==> src/rtl/pipe_stage_hs.sv <==
// pipe_stage_hs: generic valid/ready pipeline stage register for the RV32I core.
// Carries an arbitrary packed payload, supports stall (hold) and flush (bubble
// insertion), and optionally a second skid entry so in_ready_o is registered.
module pipe_stage_hs #(
   parameter int                DATA_W     = 32,
   parameter logic [DATA_W-1:0] BUBBLE_VAL = DATA_W'(32'h00000013),
   parameter bit                SKID       = 1'b1
) (
   input  logic              clk,
   input  logic              rst,
   input  logic              hold_i,
   input  logic              flush_i,
   input  logic              in_valid_i,
   output logic              in_ready_o,
   input  logic [DATA_W-1:0] in_data_i,
   output logic              out_valid_o,
   input  logic              out_ready_i,
   output logic [DATA_W-1:0] out_data_o,
   output logic [1:0]        occ_o
);

   // The state value doubles as the occupancy count.
   typedef enum logic [1:0] {
      EMPTY = 2'd0,
      ONE   = 2'd1,
      FULL  = 2'd2
   } state_t;

   state_t            state_q, state_d;
   logic [DATA_W-1:0] main_q, main_d;
   logic [DATA_W-1:0] skid_q, skid_d;
   logic              in_ready;
   logic              out_valid;
   logic              acc;
   logic              drn;

   // Handshake decode: hold masks both sides; with a skid entry ready is
   // independent of out_ready_i so no combinational ready chain forms.
   always_comb begin
      out_valid = (state_q != EMPTY) & ~hold_i;
      if (SKID) begin
         in_ready = (state_q != FULL) & ~hold_i & ~rst;
      end else begin
         in_ready = ((state_q == EMPTY) | out_ready_i) & ~hold_i & ~rst;
      end
      acc = in_valid_i & in_ready;
      drn = out_valid & out_ready_i;
   end

   // Next-state and payload movement; flush wins over everything, a
   // same-cycle drain has already been sampled downstream.
   always_comb begin
      state_d = state_q;
      main_d  = main_q;
      skid_d  = skid_q;
      if (flush_i) begin
         state_d = EMPTY;
         main_d  = BUBBLE_VAL;
         skid_d  = BUBBLE_VAL;
      end else begin
         case (state_q)
            EMPTY: begin
               if (acc) begin
                  state_d = ONE;
                  main_d  = in_data_i;
               end
            end
            ONE: begin
               if (acc && drn) begin
                  main_d = in_data_i;
               end else if (acc && SKID) begin
                  state_d = FULL;
                  skid_d  = in_data_i;
               end else if (drn) begin
                  state_d = EMPTY;
                  main_d  = BUBBLE_VAL;
               end
            end
            FULL: begin
               if (drn) begin
                  state_d = ONE;
                  main_d  = skid_q;
                  skid_d  = BUBBLE_VAL;
               end
            end
            default: begin
               state_d = EMPTY;
               main_d  = BUBBLE_VAL;
               skid_d  = BUBBLE_VAL;
            end
         endcase
      end
   end

   // State and main payload register; reset loads the bubble so no bit is X.
   always_ff @(posedge clk or posedge rst) begin
      if (rst) begin
         state_q <= EMPTY;
         main_q  <= BUBBLE_VAL;
      end else begin
         state_q <= state_d;
         main_q  <= main_d;
      end
   end

   generate
      if (SKID) begin : g_skid
         // Second entry absorbing one beat of backpressure.
         always_ff @(posedge clk or posedge rst) begin
            if (rst) begin
               skid_q <= BUBBLE_VAL;
            end else begin
               skid_q <= skid_d;
            end
         end
      end else begin : g_no_skid
         assign skid_q = BUBBLE_VAL;
      end
   endgenerate

   assign in_ready_o  = in_ready;
   assign out_valid_o = out_valid;
   assign out_data_o  = main_q;
   assign occ_o       = state_q;

endmodule

==> config.mk <==
export PLATFORM = sky130hd
export DESIGN_NAME = pipe_stage_hs
export DESIGN_NICKNAME = d
export VERILOG_FILES = /design/src/rtl/pipe_stage_hs.sv
export SDC_FILE = /design/constraint.sdc
export NUM_CORES = 1
export LEC_CHECK = 0
export BUFFER_PORTS_ARGS = -buffer_cell sky130_fd_sc_hd__buf_2
export CELL_PAD_IN_SITES_DETAIL_PLACEMENT = 1
export CELL_PAD_IN_SITES_GLOBAL_PLACEMENT = 2
export CORE_ASPECT_RATIO = 1.75
export CORE_MARGIN = 5
export CORE_UTILIZATION = 38
export DETAILED_ROUTE_END_ITERATION = 7
export PLACE_DENSITY = 0.95
export SYNTH_ARGS = -nofsm -noshare
export SYNTH_HDL_FRONTEND = slang
export SYNTH_SLANG_ARGS = --single-unit
==> constraint.sdc <==
create_clock -name clk -period 4.8 [get_ports clk]
set_input_delay 0 -clock clk [delete_from_list [all_inputs] [get_ports clk]]
set_output_delay 0 -clock clk [all_outputs]
set_load 0.01 [all_outputs]
==> results.ini <==
[run_status]
outcome=finished clean

[final_layout]
design_area_sq_um=4550
area_delta_synth_final_pct=30.7
layout_common_cells=buf_2, mux2i_1, dfrtp_1, inv_1
fin_nets=446
diodes=0
drive_gt1_share_pct=29.3
final_common_cell=buf_2

[timing]
tightest_slew_ps=1250
clock_skew_ps=4.09
rsz0062_at_grt=no
setup_tns_ps=0
period_minus_slack_ps=2840
relSlewSlack_pct=16.8
max_freq_mhz=353
final_max_slew_viol_count=0
period_share_pct=59.1
hold_violations=0
finalSetupViolations=0

[logic_synthesis]
async_flop_share_pct=100
netlist_area_sq_um=3480
ys_ff_latch=66
syn_avg_cell_area_sq_um=11.1
yosys_warnings=0
synth_edf_count=0
synthDistinctLibCells=32
netlist_instances=314
synth-seq-area-share_pct=47.7
synth_nets=352
synth_flop_cell=dfrtp_1

[critical_path]
cp_slowest_stage_delay_ps=1050
cpMaxStageDelayCell=dfrtp_2
critPathTopFamily=flip-flops
cp.arrival_ps=3100
cp_num_buf_inv=1
critPathKind=flop to flop
required_ps=5070
cp-start-kind=flop
cp_cell_sequence=nor2b_2 -> nand2_1 -> o22ai_2 -> buf_4 -> a22o_1
critPathMaxFanout=41
crit_path_end_kind=flop

[power_and_ir_drop]
p_int_mw=1.11
seqPwrFrac_pct=40.4
p_switching_uw=345
p_leak_nw=2.07
switching_share_pct=23.7
pwr-share-clk_pct=48.7
pwr_density_cell_nw_per_um2=321
vdd_ir_drop_max_uv=181
comb_power_share_pct=10.9

[global_route]
track_usage_pct=18.4
gr-total-overflow=0
grt_pass1_wl_um=15500
antenna_found_initial=0
grt_max_degree=67
grt_pass1_vias=3090

[cts]
cts_resized=0
tritoncts=done
cts.sink_count=66
worstSkewPairLatency_ps=340
h-tree-depth=3
postCtsHoldBufs=31
numCtsBuffers=9
cts.path.max_buffers=2
clk_pin_slew_ps=60
postCtsSetupBuffers=0
clockRootBuffer=clkbuf_16

[die]
core_sq_um=9040
fp.dieH_um=137
fp-row-count=46
start_util_pct=38.5
io_pins=74
fp.dieW_um=82.3
dieArea_sq_um=11200

[placement]
port_buffers=73
dpl.hpwl_um=6340
postPlaceCellArea_sq_um=3920
gp_congestion=0.728

[detailed_routing]
drt-vias-per-instance=5.20
dr.pass1.iters=4
drt-wirelength-per-cell_um=17.8
antenna_left=0
vias=2772
drtIter0Drc=110
wirelength_um=9500
drt_drc_violations_left=0

[flow_run]
cap_violations=0

[hold_path]
worst_hold_path_type=input port to flop

==> metrics by stage <==
step	worst slack (ps)	power [mW]	cells	hold WS, ps	utilization, %
final	1960	1.46	533	7.06	50.3
after global routing	1720	1.51	533	19.7	50.3
after CTS	1960	1.47	533	9.63	50.3
after detailed placement	1980	0.741	486	278	43.3
after global placement	1990	0.736	486	265	43.3
after floorplan	3160	0.678	314	47.5	-
==> kinds of logic (layout without fill, tap and decap cells) <==
logic type | Yosys count | in the layout | synth area share (%)
buffers and inverters | 58 | 157 | 7.52
flip-flops | 66 | 66 | 47.7
multiplexers | 62 | 62 | 17.9
AO/OA/AOI/OAI | 72 | 72 | 18.9
AND/OR/NAND/NOR | 56 | 56 | 7.91
==> final cells by class <==
type / count / area, sq um
Clock buffer: 11 / 243
Clock inverter: 5 / 77.6
Tap cell: 120 / 150
Timing Repair Buffer: 107 / 698
Inverter: 34 / 128
Sequential cell: 66 / 1660
Multi-Input combinational cell: 190 / 1590
Fill cell: 1030 / 4490
==> registers in the layout (all words and copies together) (netlist names) <==
| name | cells |
|---|---|
| out_data_o | 32 |
| skid_q | 32 |
| occ_o | 2 |
==> final timing paths <==
| path | startpoint | to | slack (ps) | depth (start not counted) |
|---|---|---|---|---|
| setup / recovery | occ_o[1]$_DFFE_PP0P_ | out_data_o[13]$_DFFE_PP0P_ | 1960 | 5 |
| setup reg to reg | occ_o[1]$_DFFE_PP0P_ | out_data_o[13]$_DFFE_PP0P_ | 1960 | 5 |
| hold reg to reg | out_data_o[1]$_DFFE_PP1P_ | out_data_o[1]$_DFFE_PP1P_ | 480 | 2 |
| max in group asynchronous | rst | occ_o[0]$_DFFE_PP0P_ | 3680 | 4 |
| min in group asynchronous | rst | occ_o[1]$_DFFE_PP0P_ | 500 | 4 |
| hold / removal | in_data_i[0] | skid_q[0]$_DFFE_PP1P_ | 7 | 3 |
==> per-layer routing <==
layer / vias to the layer above / wire, um / track usage (%) / share of wire, %
met5: - / 0 / 0 / 0
met4: 0 / 186 / 6.84 / 2.0
met3: 14 / 353 / 3.89 / 3.7
met2: 51 / 5360 / 33.3 / 56
met1: 1401 / 3600 / 20.5 / 38
li1: 1306 / - / - / -
==> power groups by stage <==
| stage | clock [mW] | sequential (mW) | combinational [mW] |
|---|---|---|---|
| after floorplan | 0 | 0.597 | 0.0810 |
| after global placement | 0 | 0.599 | 0.137 |
| after detailed placement | 0 | 0.600 | 0.142 |
| after CTS | 0.722 | 0.590 | 0.162 |
| after global routing | 0.746 | 0.592 | 0.175 |
| final | 0.711 | 0.590 | 0.159 |
==> cell usage after synthesis (2+ instances only) <==
library cell / n / area (sq um)
a21oi_1: 6 / 30.0
a22o_1: 29 / 254
a22oi_1: 3 / 22.5
buf_1: 3 / 11.3
buf_2: 14 / 70.1
buf_4: 3 / 22.5
buf_6: 2 / 22.5
clkbuf_1: 2 / 7.51
dfrtp_1: 60 / 1500
dfstp_2: 6 / 158
inv_1: 34 / 128
mux2_2: 2 / 22.5
mux2i_1: 59 / 591
nand2_1: 32 / 120
nand2b_1: 2 / 12.5
nor2_1: 5 / 18.8
nor2b_1: 5 / 31.3
o2bb2ai_1: 20 / 175
o2bb2ai_2: 10 / 150
or3_1: 5 / 31.3
==> worst register-to-register path, cell delays in order (launching register included) <==
cell and delay [ps]:
dfrtp_2 1050, nor2b_2 420, nand2_1 160, o22ai_2 640
buf_4 340, a22o_1 170
Note: power is estimated with default switching activity, not from simulation.
